## config.mk

```make
export PLATFORM = sky130hd
export DESIGN_NAME = opcode_sequencer
export DESIGN_NICKNAME = d
export VERILOG_FILES = /design/src/rtl/alu_op_pkg.sv /design/src/rtl/cmd_fifo.sv /design/src/rtl/opcode_sequencer.sv
export SDC_FILE = /design/constraint.sdc
export NUM_CORES = 1
export LEC_CHECK = 0
export ABC_AREA = 0
export BUFFER_PORTS_ARGS = -buffer_cell sky130_fd_sc_hd__buf_2
export CAP_MARGIN = 20
export CORE_AREA = 3 3 62 64
export CTS_BUF_LIST = sky130_fd_sc_hd__clkbuf_4 sky130_fd_sc_hd__clkbuf_8
export CTS_CLUSTER_SIZE = 20
export DETAILED_ROUTE_END_ITERATION = 10
export DIE_AREA = 0 0 65 67
export HOLD_SLACK_MARGIN = 0.05
export SLEW_MARGIN = 20
export SYNTH_ARGS = -nofsm -noshare
export SYNTH_HDL_FRONTEND = slang
export SYNTH_HIERARCHICAL = 1
export SYNTH_SLANG_ARGS = --single-unit
```

## constraint.sdc

```tcl
create_clock -name clk -period 7.8 [get_ports clk]
set_clock_uncertainty 0.2 [all_clocks]
set_input_delay 1.56 -clock clk [delete_from_list [all_inputs] [get_ports clk]]
set_output_delay 1.56 -clock clk [all_outputs]
set_load 0.02 [all_outputs]
```

## src/rtl/alu_op_pkg.sv

```systemverilog
// Mnemonic encodings and the mnemonic-to-ALU-opcode mapping shared by the
// opcode sequencer and anything that decodes its output.
package alu_op_pkg;

  typedef enum logic [1:0] {
    MN_ADD   = 2'd0,
    MN_SUB   = 2'd1,
    MN_ADDC  = 2'd2,
    MN_LOGIC = 2'd3
  } mnem_e;

  localparam logic [2:0] OPC_ADD   = 3'b000;
  localparam logic [2:0] OPC_SUB   = 3'b001;
  localparam logic [2:0] OPC_ADDC  = 3'b011;
  localparam logic [2:0] OPC_LOGIC = 3'b010;

  // Only 0xx codes are produced; 1xx is reserved on the ALU decoder.
  function automatic logic [2:0] mnem_to_opc(input logic [1:0] m);
    logic [2:0] opc;
    case (mnem_e'(m))
      MN_ADD:   opc = OPC_ADD;
      MN_SUB:   opc = OPC_SUB;
      MN_ADDC:  opc = OPC_ADDC;
      MN_LOGIC: opc = OPC_LOGIC;
      default:  opc = OPC_ADD;
    endcase
    return opc;
  endfunction

endpackage

```

## src/rtl/cmd_fifo.sv

```systemverilog
// Synchronous-reset FIFO with full/empty flags; DEPTH must be a power of two
// so the pointers wrap naturally.
module cmd_fifo #(
  parameter int WIDTH = 4,
  parameter int DEPTH = 4
) (
  input  logic             clk,
  input  logic             rst,
  input  logic             push,
  input  logic             pop,
  input  logic [WIDTH-1:0] wdata,
  output logic [WIDTH-1:0] rdata,
  output logic             full,
  output logic             empty
);

  localparam int AW = (DEPTH > 1) ? $clog2(DEPTH) : 1;
  localparam logic [AW:0] FULL_CNT = (AW+1)'(DEPTH);

  logic [WIDTH-1:0] mem [DEPTH];
  logic [AW-1:0]    wptr, rptr;
  logic [AW:0]      count;
  logic             do_push, do_pop;

  assign do_push = push && !full;
  assign do_pop  = pop && !empty;
  assign full    = (count == FULL_CNT);
  assign empty   = (count == '0);
  assign rdata   = mem[rptr];

  always_ff @(posedge clk) begin
    if (do_push) mem[wptr] <= wdata;
  end

  always_ff @(posedge clk) begin
    if (rst) begin
      wptr  <= '0;
      rptr  <= '0;
      count <= '0;
    end else begin
      if (do_push) wptr <= wptr + 1'b1;
      if (do_pop)  rptr <= rptr + 1'b1;
      case ({do_push, do_pop})
        2'b10:   count <= count + 1'b1;
        2'b01:   count <= count - 1'b1;
        default: count <= count;
      endcase
    end
  end

endmodule

```

## src/rtl/opcode_sequencer.sv

```systemverilog
// Queues (mnemonic, repeat) commands and issues each as cmd_rep+1 registered
// ALU opcodes over a valid/ready handshake, with no bubble between commands.
module opcode_sequencer
  import alu_op_pkg::*;
#(
  parameter int FIFO_DEPTH = 4,
  parameter int REP_W      = 2
) (
  input  logic             clk,
  input  logic             rst,
  input  logic             cmd_valid,
  output logic             cmd_ready,
  input  logic [1:0]       cmd_op,
  input  logic [REP_W-1:0] cmd_rep,
  output logic [2:0]       Opcode,
  output logic             op_valid,
  input  logic             op_ready,
  output logic             op_last,
  output logic             busy
);

  typedef enum logic {IDLE = 1'b0, ISSUE = 1'b1} state_e;

  localparam int CW = REP_W + 2;

  state_e           state;
  logic [REP_W-1:0] remaining;
  logic [CW-1:0]    head;
  logic [1:0]       head_op;
  logic [REP_W-1:0] head_rep;
  logic             full, empty, push, pop;

  assign cmd_ready = !full;
  assign push      = cmd_valid && cmd_ready;
  assign head_op   = head[CW-1:REP_W];
  assign head_rep  = head[REP_W-1:0];
  assign busy      = (state != IDLE) || !empty;

  // Pop whenever the FSM will load the head this edge: from IDLE, or on the
  // final handshake of the current command.
  always_comb begin
    pop = 1'b0;
    if (!empty) begin
      if (state == IDLE) pop = 1'b1;
      else if (op_ready && remaining == '0) pop = 1'b1;
    end
  end

  cmd_fifo #(.WIDTH(CW), .DEPTH(FIFO_DEPTH)) u_fifo (
    .clk   (clk),
    .rst   (rst),
    .push  (push),
    .pop   (pop),
    .wdata ({cmd_op, cmd_rep}),
    .rdata (head),
    .full  (full),
    .empty (empty)
  );

  always_ff @(posedge clk) begin
    if (rst) begin
      state     <= IDLE;
      Opcode    <= OPC_ADD;
      op_valid  <= 1'b0;
      op_last   <= 1'b0;
      remaining <= '0;
    end else begin
      case (state)
        IDLE: begin
          if (!empty) begin
            Opcode    <= mnem_to_opc(head_op);
            remaining <= head_rep;
            op_last   <= (head_rep == '0);
            op_valid  <= 1'b1;
            state     <= ISSUE;
          end
        end
        ISSUE: begin
          if (op_ready) begin
            if (remaining != '0) begin
              remaining <= remaining - 1'b1;
              op_last   <= (remaining == REP_W'(1));
            end else if (!empty) begin
              Opcode    <= mnem_to_opc(head_op);
              remaining <= head_rep;
              op_last   <= (head_rep == '0);
            end else begin
              op_valid  <= 1'b0;
              op_last   <= 1'b0;
              state     <= IDLE;
            end
          end
        end
        default: state <= IDLE;
      endcase
    end
  end

endmodule
```

# Word level (Yosys, flattened, before mapping)
# Memories as Yosys holds them, arrays and structs flattened. A register that Yosys moved wholly into a read port is not among the register bits.
# Index checks and enable logic that the tools add are counted.
[op_classes]
shift = 0
n_mul = 0
eq_ne = 11
muxes = 31
bitwise = 1
reduce_logical = 16
addsub = 5
n_div = 0
n_lt_le_gt_ge = 0
[ops]
columns = ["op", "n"]
rows = [
  ["$mux 1", 16],
  ["$pmux 3 s2", 2],
  ["$pmux 3 s4", 1],
  ["$mux 2", 5],
  ["$mux 3", 3],
  ["$eq 2x1->1 const B", 3],
  ["$eq 2x2->1 const B", 3],
  ["$logic_not 2->1", 3],
  ["$ne 2x2->1 const B", 3],
  ["$pmux 1 s2", 3],
  ["$add 2x1->2 const B", 2],
  ["$logic_and 1x1->1", 4],
  ["$pmux 2 s2", 1],
  ["$reduce_and 2->1", 2],
  ["$reduce_and 4->1", 1],
  ["$reduce_bool 2->1", 2],
  ["$add 3x1->3 const B", 1],
  ["$eq 3x3->1 const B", 1],
  ["$logic_not 3->1", 1],
  ["$sub 3x1->3 const B", 1],
  ["$logic_not 1->1", 2],
  ["$ne 2x1->1 const B", 1],
  ["$sub 2x1->2 const B", 1],
  ["$logic_or 1x1->1", 1],
  ["$not 1->1", 1],
]
[totals]
mem_count = 1
ramBits = 16
reg_bits = 15
latch_bits = 0
word_cells = 73
romBits = 0
inputBits = 8
[mem_list]
columns = ["memory", "words", "word_bits", "rd", "rd_ports_with_merged_regs", "write_ports", "line_no", "source"]
rows = [
  ["u_fifo.mem", 4, 4, 1, 1, 1, "cmd_fifo.sv:20", "logic [WIDTH-1:0] mem [DEPTH];"],
]

# Longest topological paths before layout
[logic_depth]
word_depth = 8
depth_mapped = 11
depth_no_buf = 11

# Hierarchy
# The synthesis kept the hierarchy.
[modules_own_cells]
columns = ["module", "seq_area_each_um2", "n_inst", "cells_per_inst", "area_per_inst_um2"]
rows = [
  ["cmd_fifo", 660.6, 1, 74, 1056.0],
  ["opcode_sequencer", 140.1, 1, 51, 432.9],
]

# Worst setup path before layout
# Ideal clock, no wire load.
[synth_path]
path_kind = "input-to-reg"
start = "input op_ready"
end = "register u_fifo.count[2]"
cell_stages = 10
required_ns = 7.530
setup_time_ns = 0.070
slack_ns = 4.260
arrival_ns = 3.270
path_cell_list = "nor4b_2 or2_4 o31ai_2 inv_1 ha_1 inv_1 fa_1 xor2_1 or3_1 a21oi_1"
[synth_between]
elab_chain_cells = 7
word_cells_on_any_way = 9
[synth_rtl]
columns = ["element", "line_no", "source"]
rows = [
  ["from (decl)", "opcode_sequencer.sv:17", "input logic op_ready,"],
  ["$logic_and 1x1->1 (*)", "opcode_sequencer.sv:45", "else if (op_ready && remaining == '0) pop = 1'b1;"],
  ["$mux 1 (*)", "opcode_sequencer.sv:45", ""],
  ["$mux 1 (*)", "opcode_sequencer.sv:44", "if (state == IDLE) pop = 1'b1;"],
  ["$mux 1 (*)", "opcode_sequencer.sv:43", "if (!empty) begin"],
  ["net pop", "opcode_sequencer.sv:31", "logic full, empty, push, pop;"],
  ["$logic_and 1x1->1 (*)", "cmd_fifo.sv:26", "assign do_pop = pop && !empty;"],
  ["net u_fifo.do_pop", "cmd_fifo.sv:23", "logic do_push, do_pop;"],
  ["$eq 2x1->1 or $eq 2x2->1 (tied branches)", "cmd_fifo.sv:43", "case ({do_push, do_pop})"],
  ["$pmux 3 s2 or $reduce_bool 2->1 (tied branches)", "-", ""],
  ["to (signal assigned)", "cmd_fifo.sv:44", "2'b10: count <= count + 1'b1;"],
  ["to (signal assigned)", "cmd_fifo.sv:45", "2'b01: count <= count - 1'b1;"],
  ["to (signal assigned)", "cmd_fifo.sv:46", "default: count <= count;"],
  ["to (decl)", "cmd_fifo.sv:22", "logic [AW:0] count;"],
]
# Mark *: on every way through the listed nets, which the timed path passes. The rest lies on a longest branch.
# A chain may end at the register's enable or synchronous reset.

# Final worst setup path
[layout_path]
start = "register u_fifo.count[1]"
end = "output busy"
[layout_between]
elab_chain_cells = 3
[layout_rtl]
columns = ["element", "line_no", "source"]
rows = [
  ["$logic_not 3->1", "cmd_fifo.sv:28", "assign empty = (count == '0);"],
  ["net empty", "opcode_sequencer.sv:31", ""],
  ["$logic_not 1->1", "opcode_sequencer.sv:37", "assign busy = (state != IDLE) || !empty;"],
  ["$logic_or 1x1->1", "opcode_sequencer.sv:37", ""],
  ["to (decl)", "opcode_sequencer.sv:19", "output logic busy"],
]
# The timed path passes the listed nets, and every way through them passes these cells.

==> key figures <==
Yosys
  – Post-synthesis sequential area ratio: 0.538
  – Ys Warns: 6
  – Syn Std Cell Area: 1490 µm²
  – Mapped Nets: 142
  – Mapped Avg Cell Area: 11.9 µm²
  – Cell taking the most area after synthesis: edfxtp_1
  – Async SR Flop Fraction: 0
  – Synth Register Bits: 32
  – Synth unique cells: 33
  – Top cell type's share of synthesized area: 0.323
  – Synth area leaders: edfxtp_1 (32%), dfxtp_1 (22%), ha_1 (6.7%)
  – Most common flop cell mapped by yosys: edfxtp_1
  – Mapped Cells: 125
  – EDFF count, synth: 16

Worst hold path
  – Worst Hold Class: reg -> reg
  – Hold wc startpoint: u_fifo/rptr[1]

Final layout
  – Synth-to-Final Area Change: 11.0%
  – Multi-input logic area: 619 µm²
  – Fin cells: 188
  – # diodes: 0
  – Reg area: 801 µm²
  – Util after Layout: 0.495
  – Fillers: 321
  – Nets@finish: 158
  – Share of layout cells above drive strength 1: 0.225
  – Most frequent cells in the layout: dfxtp_1 (16), edfxtp_1 (16), inv_1 (13), buf_2 (13)

Floorplanning
  – Die Area: 4360 µm²
  – Die X-Extent: 65 µm
  – Core Area: 3340 µm²
  – I/O Pins: 15
  – Die H: 67 µm
  – # rows: 21
  – Starting Density: 0.446

Global routing
  – Top Usage Layer GRT: met2
  – M2 GR Usage: 0.208
  – First-pass GRT wire length: 4.03 mm
  – Tot GR Track Use: 0.129
  – Grt total ovfl: 0
  – Vias in the first global route: 882
  – Largest net degree at the start of global routing: 18
  – Initial antenna violation count: 0
  – M1 GR Usage: 0.148
  – GR Layer Usage met3: 0.0405

Setup path
  – Kind of critical path: reg -> out
  – CP endpoint kind: primary output
  – Critical Path Start Type: flip-flop
  – Worst reg2reg endpoint: u_fifo/count[2]
  – Crit path DAT: 1720 ps
  – R2R depth: 11
  – Worst path required time: 6040 ps
  – R2r setup slk: 5030 ps
  – Worst R2R Start: u_fifo/count[1]
  – Worst-path maximum fanout: 10
  – CP Capture Point: busy
  – Critical Path Start: u_fifo/count[1]

Placed design
  – Post-DP HPWL: 1.71 mm
  – Port-buffer cells: 13
  – Pre-CTS setup slack: 4010 ps
  – Placed cells: 180
  – Routability Congestion: 0.820

Power and ir drop
  – Power per cell area: 380 nW/µm²
  – Total power: 628 µW
  – Static Leakage: 0.628 nW
  – Worst-case vdd ir drop: 0.142 mV

Clocking
  – Root buf cell: clkbuf_4
  – TritonCTS sink count: 32
  – # H-tree levels: 2
  – Hold-fix buffers at CTS: 0
  – Post-CTS Setup Bufs: 0
  – Reg clk slew, reported paths: 90 ps
  – Post-CTS Resized: 0
  – CTS tree: done
  – Clock Latency Late Sink: 320 ps
  – Clock Path Buffers: 2
  – TritonCTS buffer count: 5

Timing
  – Relative slew slack: 0.594
  – Final setup fails: 0
  – Final min period: 3480 ps
  – Max Freq: 287 MHz
  – Period utilisation layout: 0.446
  – Slew Limit Fails: 0
  – Worst Setup Slack, final: 4320 ps
  – RSZ-0062 raised after global routing: false
  – Slew @ Worst Pin: 605 ps
  – TNS Setup: 0 ps
  – Final hold viol count: 0

Routing
  – WL/cell: 12.6 µm
  – Final WL: 2.36 mm
  – ANT nets after route: 0
  – Vias/cell: 4.99
  – DR DRC count: 0
  – TritonRoute pass-1 iters: 4
  – 1st-iter DRT viols: 33
  – Vias: 938

Run
  – Max-cap viol count: 0

Status
  – Run status: finished, final reports clean
-- metal layers --
metal | part of all wire | up-vias
met2 | 0.49 | 18
li1 | - | 469
met1 | 0.45 | 444
met5 | 0 | -
met3 | 0.043 | 7
met4 | 0.017 | 0
-- worst min path at each step --
stage | cells after the start | slack, ps | to
5_1_grt | 2 | 340 | u_fifo/rptr[1]
6_report | 2 | 310 | flip-flop
3_5_place_dp | 2 | 280 | flip-flop
2_1_floorplan | 2 | 260 | flip-flop
4_1_cts | 2 | 310 | flip-flop
3_3_place_gp | 2 | 270 | u_fifo/rptr[1]
-- cell type report --
| cell class | instances | share of cell area |
|---|---|---|
| Sequential cell | 32 | 0.484 |
| Multi-Input combinational cell | 76 | 0.375 |
| Timing Repair Buffer | 13 | 0.0394 |
| Tap cell | 46 | 0.0348 |
| Clock buffer | 6 | 0.0310 |
| Inverter | 13 | 0.0295 |
| Clock inverter | 2 | 0.00606 |
-- power by group --
group | switching, mW | internal [mW] | leakage, nW
clock | 0.0536 | 0.0428 | 0.0380
sequential | 0.0407 | 0.220 | 0.278
combinational | 0.150 | 0.121 | 0.312
total | 0.244 | 0.383 | 0.628
-- state kept, by name, summed over array words and instances (netlist names), named ones only --
name / count
u_fifo/mem: 16
remaining: 2
state: 1
Opcode: 2
u_fifo/count: 3
op_valid: 1
u_fifo/wptr: 2
op_last: 1
u_fifo/rptr: 2
-- worst max-delay path: stages (launching register included) --
cell and delay, ps:
dfxtp_1 380, nor3_2 550, ha_1 250, inv_1 60, buf_2 150
-- cells in the mapped netlist, types with 2 or more instances --
library cell and n:
inv_1 13, a311oi_1 3, ha_1 8, o21ai_0 5, xor2_1 3, or3_1 3
mux4_2 4, and2_1 4, a211oi_2 2, dfxtp_1 16, nand2b_1 5, nand2_1 2
nor2_1 9, edfxtp_1 16, nor3_1 3, nor2b_1 3, a21oi_1 9, buf_1 2
-- cell families (layout without fill, tap and decap cells) --
kind of cell	after synthesis	in the layout	synth area share
simple gates	36	36	0.146
flops	32	32	0.538
compound gates	22	22	0.102
buf+inv	17	34	0.0462
fa+ha+maj	9	9	0.0807
mux	5	5	0.0672
xor+xnor	3	3	0.0177
other cells	1	1	0.00252
-- stage by stage --
| stage | hold slack [ps] | cell area, µm² |
|---|---|---|
| detailed placement | 283 | 1590 |
| CTS | 305 | 1650 |
| finish | 309 | 1650 |
| global placement | 272 | 1590 |
| floorplan | 259 | 1490 |
| global route | 337 | 1650 |
Power figures use the tool's default switching activity.
